`config.mk`:
```
export PLATFORM = sky130hd
export DESIGN_NAME = fetch_buffered
export DESIGN_NICKNAME = d
export VERILOG_FILES = /design/src/rtl/fetch_buffered.sv
export SDC_FILE = /design/constraint.sdc
export NUM_CORES = 2
export LEC_CHECK = 0
export CAP_MARGIN = 20
export CORE_MARGIN = 1.5
export CORE_UTILIZATION = 57
export CTS_BUF_LIST = sky130_fd_sc_hd__clkbuf_8
export CTS_CLUSTER_SIZE = 24
export DETAILED_ROUTE_END_ITERATION = 16
export PLACE_DENSITY_LB_ADDON = 0.15
export SLEW_MARGIN = 20
export SYNTH_ARGS = -nofsm -noshare
export SYNTH_HDL_FRONTEND = slang
export SYNTH_SLANG_ARGS = --single-unit
```
`constraint.sdc`:
```
create_clock -name clk -period 5.24 [get_ports clk]
set_input_delay 1.31 -clock clk [delete_from_list [all_inputs] [get_ports clk]]
set_output_delay 1.31 -clock clk [all_outputs]
set_load 0.02 [all_outputs]
```
`src/rtl/fetch_buffered.sv`:
```
// rtl/fetch_buffered.sv - RV32 fetch stage: one-outstanding I-cache requests, JAL/BHT predecode, decoupling queue
module fetch_buffered #(
  parameter logic [31:0] RESET_PC    = 32'h0000_0000,
  parameter int          FQ_DEPTH    = 4,
  parameter int          BHT_ENTRIES = 256
) (
  input  logic        clk,
  input  logic        rst_n,
  input  logic        redirect,
  input  logic [31:0] redirect_pc,
  output logic        ic_req_valid,
  output logic [31:0] ic_req_addr,
  input  logic        ic_req_ready,
  input  logic        ic_resp_valid,
  input  logic [31:0] ic_resp_data,
  input  logic        bp_we,
  input  logic [31:0] bp_w_pc,
  input  logic        bp_taken,
  output logic        out_valid,
  input  logic        out_ready,
  output logic [31:0] out_instr,
  output logic [31:0] out_pc,
  output logic [31:0] out_pc_p4,
  output logic        out_pred_taken,
  output logic [31:0] out_pred_target
);
  localparam int IW = $clog2(BHT_ENTRIES);
  localparam int PW = $clog2(FQ_DEPTH);
  localparam int CW = PW + 1;

  logic [31:0]   fetch_pc_q, fetch_pc_d;
  logic          inflight_q, drop_q;
  logic [CW-1:0] cnt_q;
  logic [PW-1:0] wr_q, rd_q;
  logic [31:0]   q_instr [FQ_DEPTH];
  logic [31:0]   q_pc    [FQ_DEPTH];
  logic          q_tk    [FQ_DEPTH];
  logic [31:0]   q_tgt   [FQ_DEPTH];
  logic [1:0]    bht_q   [BHT_ENTRIES];

  logic          resp_fire, push, pop, accept;
  logic          is_jal, is_br, pred_tk;
  logic [31:0]   imm_j, imm_b, pred_tgt;
  logic [IW-1:0] rd_idx, wr_idx;

  assign resp_fire = ic_resp_valid && inflight_q;
  assign push      = resp_fire && !drop_q && !redirect;
  assign pop       = out_valid && out_ready && !redirect;

  assign ic_req_valid = rst_n && !inflight_q && (cnt_q < CW'(FQ_DEPTH)) && !redirect;
  assign ic_req_addr  = fetch_pc_q;
  assign accept       = ic_req_valid && ic_req_ready;

  // Predecode of the returned word; the BHT read sees the pre-update counter
  assign is_jal   = ic_resp_data[6:0] == 7'b1101111;
  assign is_br    = ic_resp_data[6:0] == 7'b1100011;
  assign imm_j    = {{11{ic_resp_data[31]}}, ic_resp_data[31], ic_resp_data[19:12],
                     ic_resp_data[20], ic_resp_data[30:21], 1'b0};
  assign imm_b    = {{19{ic_resp_data[31]}}, ic_resp_data[31], ic_resp_data[7],
                     ic_resp_data[30:25], ic_resp_data[11:8], 1'b0};
  assign rd_idx   = fetch_pc_q[IW+1:2];
  assign wr_idx   = bp_w_pc[IW+1:2];
  assign pred_tk  = is_jal || (is_br && bht_q[rd_idx][1]);
  assign pred_tgt = fetch_pc_q + (is_jal ? imm_j : imm_b);

  always_comb begin
    fetch_pc_d = fetch_pc_q;
    if (redirect) begin
      fetch_pc_d = {redirect_pc[31:2], 2'b00};
    end else if (push) begin
      fetch_pc_d = pred_tk ? pred_tgt : fetch_pc_q + 32'd4;
    end
  end

  always_ff @(posedge clk or negedge rst_n) begin
    if (!rst_n) begin
      fetch_pc_q <= RESET_PC;
      inflight_q <= 1'b0;
      drop_q     <= 1'b0;
      cnt_q      <= '0;
      wr_q       <= '0;
      rd_q       <= '0;
    end else begin
      fetch_pc_q <= fetch_pc_d;
      if (redirect) begin
        cnt_q <= '0;
        wr_q  <= '0;
        rd_q  <= '0;
        if (resp_fire) begin
          inflight_q <= 1'b0;
          drop_q     <= 1'b0;
        end else if (inflight_q) begin
          drop_q <= 1'b1;
        end
      end else begin
        if (resp_fire) begin
          inflight_q <= 1'b0;
          drop_q     <= 1'b0;
        end else if (accept) begin
          inflight_q <= 1'b1;
        end
        if (push) wr_q <= wr_q + 1'b1;
        if (pop)  rd_q <= rd_q + 1'b1;
        if (push && !pop)      cnt_q <= cnt_q + 1'b1;
        else if (!push && pop) cnt_q <= cnt_q - 1'b1;
      end
    end
  end

  always_ff @(posedge clk) begin
    if (push) begin
      q_instr[wr_q] <= ic_resp_data;
      q_pc[wr_q]    <= fetch_pc_q;
      q_tk[wr_q]    <= pred_tk;
      q_tgt[wr_q]   <= pred_tk ? pred_tgt : 32'd0;
    end
  end

  always_ff @(posedge clk or negedge rst_n) begin
    if (!rst_n) begin
      for (int i = 0; i < BHT_ENTRIES; i++) bht_q[i] <= 2'b01;
    end else if (bp_we) begin
      if (bp_taken && bht_q[wr_idx] != 2'b11)
        bht_q[wr_idx] <= bht_q[wr_idx] + 2'b01;
      else if (!bp_taken && bht_q[wr_idx] != 2'b00)
        bht_q[wr_idx] <= bht_q[wr_idx] - 2'b01;
    end
  end

  assign out_valid       = cnt_q != '0;
  assign out_instr       = out_valid ? q_instr[rd_q] : 32'd0;
  assign out_pc          = out_valid ? q_pc[rd_q] : 32'd0;
  assign out_pc_p4       = out_valid ? q_pc[rd_q] + 32'd4 : 32'd0;
  assign out_pred_taken  = out_valid ? q_tk[rd_q] : 1'b0;
  assign out_pred_target = out_valid ? q_tgt[rd_q] : 32'd0;
endmodule

```
==> results.md <==
- Outcome: finished clean
- Top FF cell, synth: edfxtp_1
- Chip Width: 285.7 um
- Root cell of the clock tree: clkbuf_8
- Final Hold Viols: 0
- Flop pwr share: 0.419
- Final Power: 19.77 mW
- H-Tree Depth: 4
- Max_cap viols: 0
- Clk_lat worst skew: 0.83 ns
- Netlist cell types: 71
- Core Area: 0.07900 mm2
- CTS sink count: 932
- First-pass GRT wire length: 196.8 mm
- Slew @ Worst Pin: 1.032 ns
- Syn_area_per_cell: 13.33 um2
- Crit. End Element: primary output
- Worst hold slack: 0.3258 ns
- Post-Route WL: 128.5 mm
- Largest family of logic cells by synthesized area: multiplexers
- Final worst setup slack: 0.2137 ns
- I/O Buffers: 236
- Final setup violation count: 0
- Final estimated routing congestion in global placement: 0.9362
- WS Path Type: reg -> out
- Pins Over Slew Limit: 0
- Finished Layout Cells: 5240
- Setup_tns: 0 ns
- CTS Hold Bufs: 0
- Commonest cells after routing, fill and taps aside: 577 x nor2_1, 438 x buf_4, 380 x edfxtp_1
- Nets@finish: 4211
- Post-route cell area: 0.05551 mm2
- Skew final: 0.04976 ns
- Req. time, crit path: 3.93 ns
- Switching Share: 0.3152
- Yosys warning count: 0
- Synth Area in Adders: 0.01242
- DP HPWL: 86.75 mm
- DR WL/cell: 24.52 um
- Crit-path max FO: 12
- Internal Power: 13.54 mW
- Initial Util: 0.5766
- Leak: 22.18 nW
- Final critical-path required period: 5.026 ns
- Initial antenna violation count: 2
- Via density: 6.160
- Placed inst area: 0.05241 mm2
- Combinational power share: 0.268
- Placed cells: 4954
- Crit start category: flip-flop
- # IOs: 267
- Yosys reg bits: 932
- Vias: 32279
- Clock-pin slew on the worst setup and hold paths: 0.06 ns
- Vias in the first global route: 33482
- Fill cells: 5352
- Largest net degree at the start of global routing: 186
- Sequential share of the synthesized area: 0.5608
- Synth-to-Final Area Change: 21.87%
- Rows: 103
- Fmax: 199.0 MHz
- Die area: 0.08162 mm2
- TritonCTS clock tree: yes
- Tot GR Track Use: 0.3188
- Simple-Gate Fraction of Synth Area: 0.09644
- Layout cells sized above 1: 0.3864
- VDD IR max: 0.3100 mV
- Psw: 6.232 mW
- Final period util: 0.9592
- Inserted Clock Buffers: 151
- Critical path data arrival time: 3.72 ns
- Pre-CTS setup slack: -0.4511 ns
- Cells after Synth: 3417
- XOR/XNOR share of the synthesized area: 0.01096
- Maximum clock insertion buffer count: 3
- DR pass1 iterations: 6
- Complex-gate fraction of the synthesized area: 0.06765
- Pwr dens: 356.2 mW/mm2
- Post-synth EDFFs: 380
- Most common cell after layout, fill and taps aside: nor2_1
- Slew margin rel.: 0.3119
- # DRC: 0
- Initial DRC Count: 2832
- Grt total ovfl: 0
- Async set-reset flop share out of synthesis: 0.5923
- Chip height: 285.7 um
- Synthesized area: 0.04555 mm2
- Min-delay worst type: in -> async
- Clock share of power: 0.312
- Antenna-violating nets left: 0
- Final core utilization: 0.7027
- Multiplexer share of the synthesized area: 0.2276
-- power groups by stage --
| stage | logic [mW] | clock network [mW] | registers [mW] |
|---|---|---|---|
| 6_report | 5.31 | 6.18 | 8.29 |
| 5_1_grt | 5.63 | 6.59 | 8.32 |
| 4_1_cts | 5.32 | 6.27 | 8.29 |
| 3_5_place_dp | 5.27 | 0 | 8.43 |
| 3_3_place_gp | 5.19 | 0 | 8.40 |
| 2_1_floorplan | 3.06 | 0 | 8.30 |
-- area by class of cell --
cell class	count	area, um2	area share
antenna	3	7.507	0.0001352
timing repair buffer	711	6362	0.1146
multi-input combinational	2236	19160	0.3451
clock buffer	177	2436	0.04388
clock inverter	100	554.3	0.009984
sequential	932	25560	0.4604
inverter	31	121.4	0.002186
tap	1050	1314	0.02367
-- worst paths after layout --
path,from,cells past startpoint,end,slack (ns)
min in group clk,bht_q[200]$_DFFE_PN1P_,2,bht_q[200]$_DFFE_PN1P_,0.50
max reg2reg,ic_req_addr[4]$_DFFE_PN0P_,10,ic_req_addr[25]$_DFFE_PN0P_,0.57
max in group asynchronous,rst_n,3,rd_q[0]$_DFFE_PN0P_,2.87
min,rst_n,1,bht_q[409]$_DFFE_PN0P_,0.33
min reg2reg,bht_q[200]$_DFFE_PN1P_,2,bht_q[200]$_DFFE_PN1P_,0.50
max,rd_q[0]$_DFFE_PN0P_,10,out_pc_p4[22],0.21
-- synth_stat cells (26+ instances only) --
cell type  instances  area [um2]
nor2_1           618        2320
edfxtp_1         380       11410
mux4_2           314        7072
a21oi_1          313        1567
dfrtp_1          296        7407
mux2_2           266        2995
dfstp_2          256        6726
clkbuf_1         129       484.2
and2_1           109       681.9
nand2_1           99       371.6
buf_2             58       290.3
nand3_1           50       250.2
o21ai_0           46       230.2
ha_1              42       525.5
xnor2_1           31       271.5
mux2i_1           30       300.3
nor3_1            30       150.1
inv_1             27       101.4
xor2_1            26       227.7
-- cell families (layout without fill, tap and decap cells) --
logic type	Yosys count	in the layout
and+or+nand+nor	999	999
DFF	932	932
muxes	610	610
AOI/OAI and AO/OA	522	522
buffers and inverters	252	1019
xor gates and xnor gates	57	57
adders and majority gates	44	44
other	1	7
-- routing by layer --
layer / global-route usage / share of wire / wire length, um / vias to the layer above
met2: 0.5268 / 0.50 / 63630 / 1478
met3: 0.05829 / 0.077 / 9857 / 351
met4: 0.1511 / 0.048 / 6124 / 2
li1: - / - / - / 14052
met1: 0.4119 / 0.38 / 48870 / 16396
met5: 0 / 0.000070 / 9 / -
-- state kept, by name, summed over array words and instances, names as in the netlist --
signal,flops
bht_q,512
cnt_q,3
drop_q,1
ic_req_addr,31
inflight_q,1
q_instr,128
q_pc,124
q_tgt,124
q_tk,4
rd_q,2
wr_q,2
-- critical path, stage by stage, from the launching register on --
cell	delay, ns
dfrtp_4	0.43
buf_4	0.19
buf_4	0.29
mux4_2	0.58
and2_1	0.21
and4_4	0.21
nand3_4	0.12
nor2_1	0.06
xnor2_1	0.11
nor2_1	0.09
clkdlybuf4s50_1	0.61
-- repair_timing --
| item | CTS | global route |
|---|---|---|
| pin swaps | 1 | 3 |
| setup buffers | 4 | 2 |
| resized for setup | 25 | 12 |
| endpoints found under the hold margin | 0 | 0 |
| setup endpoints to repair | 12 | 7 |
(Power assumes the default switching activity.)
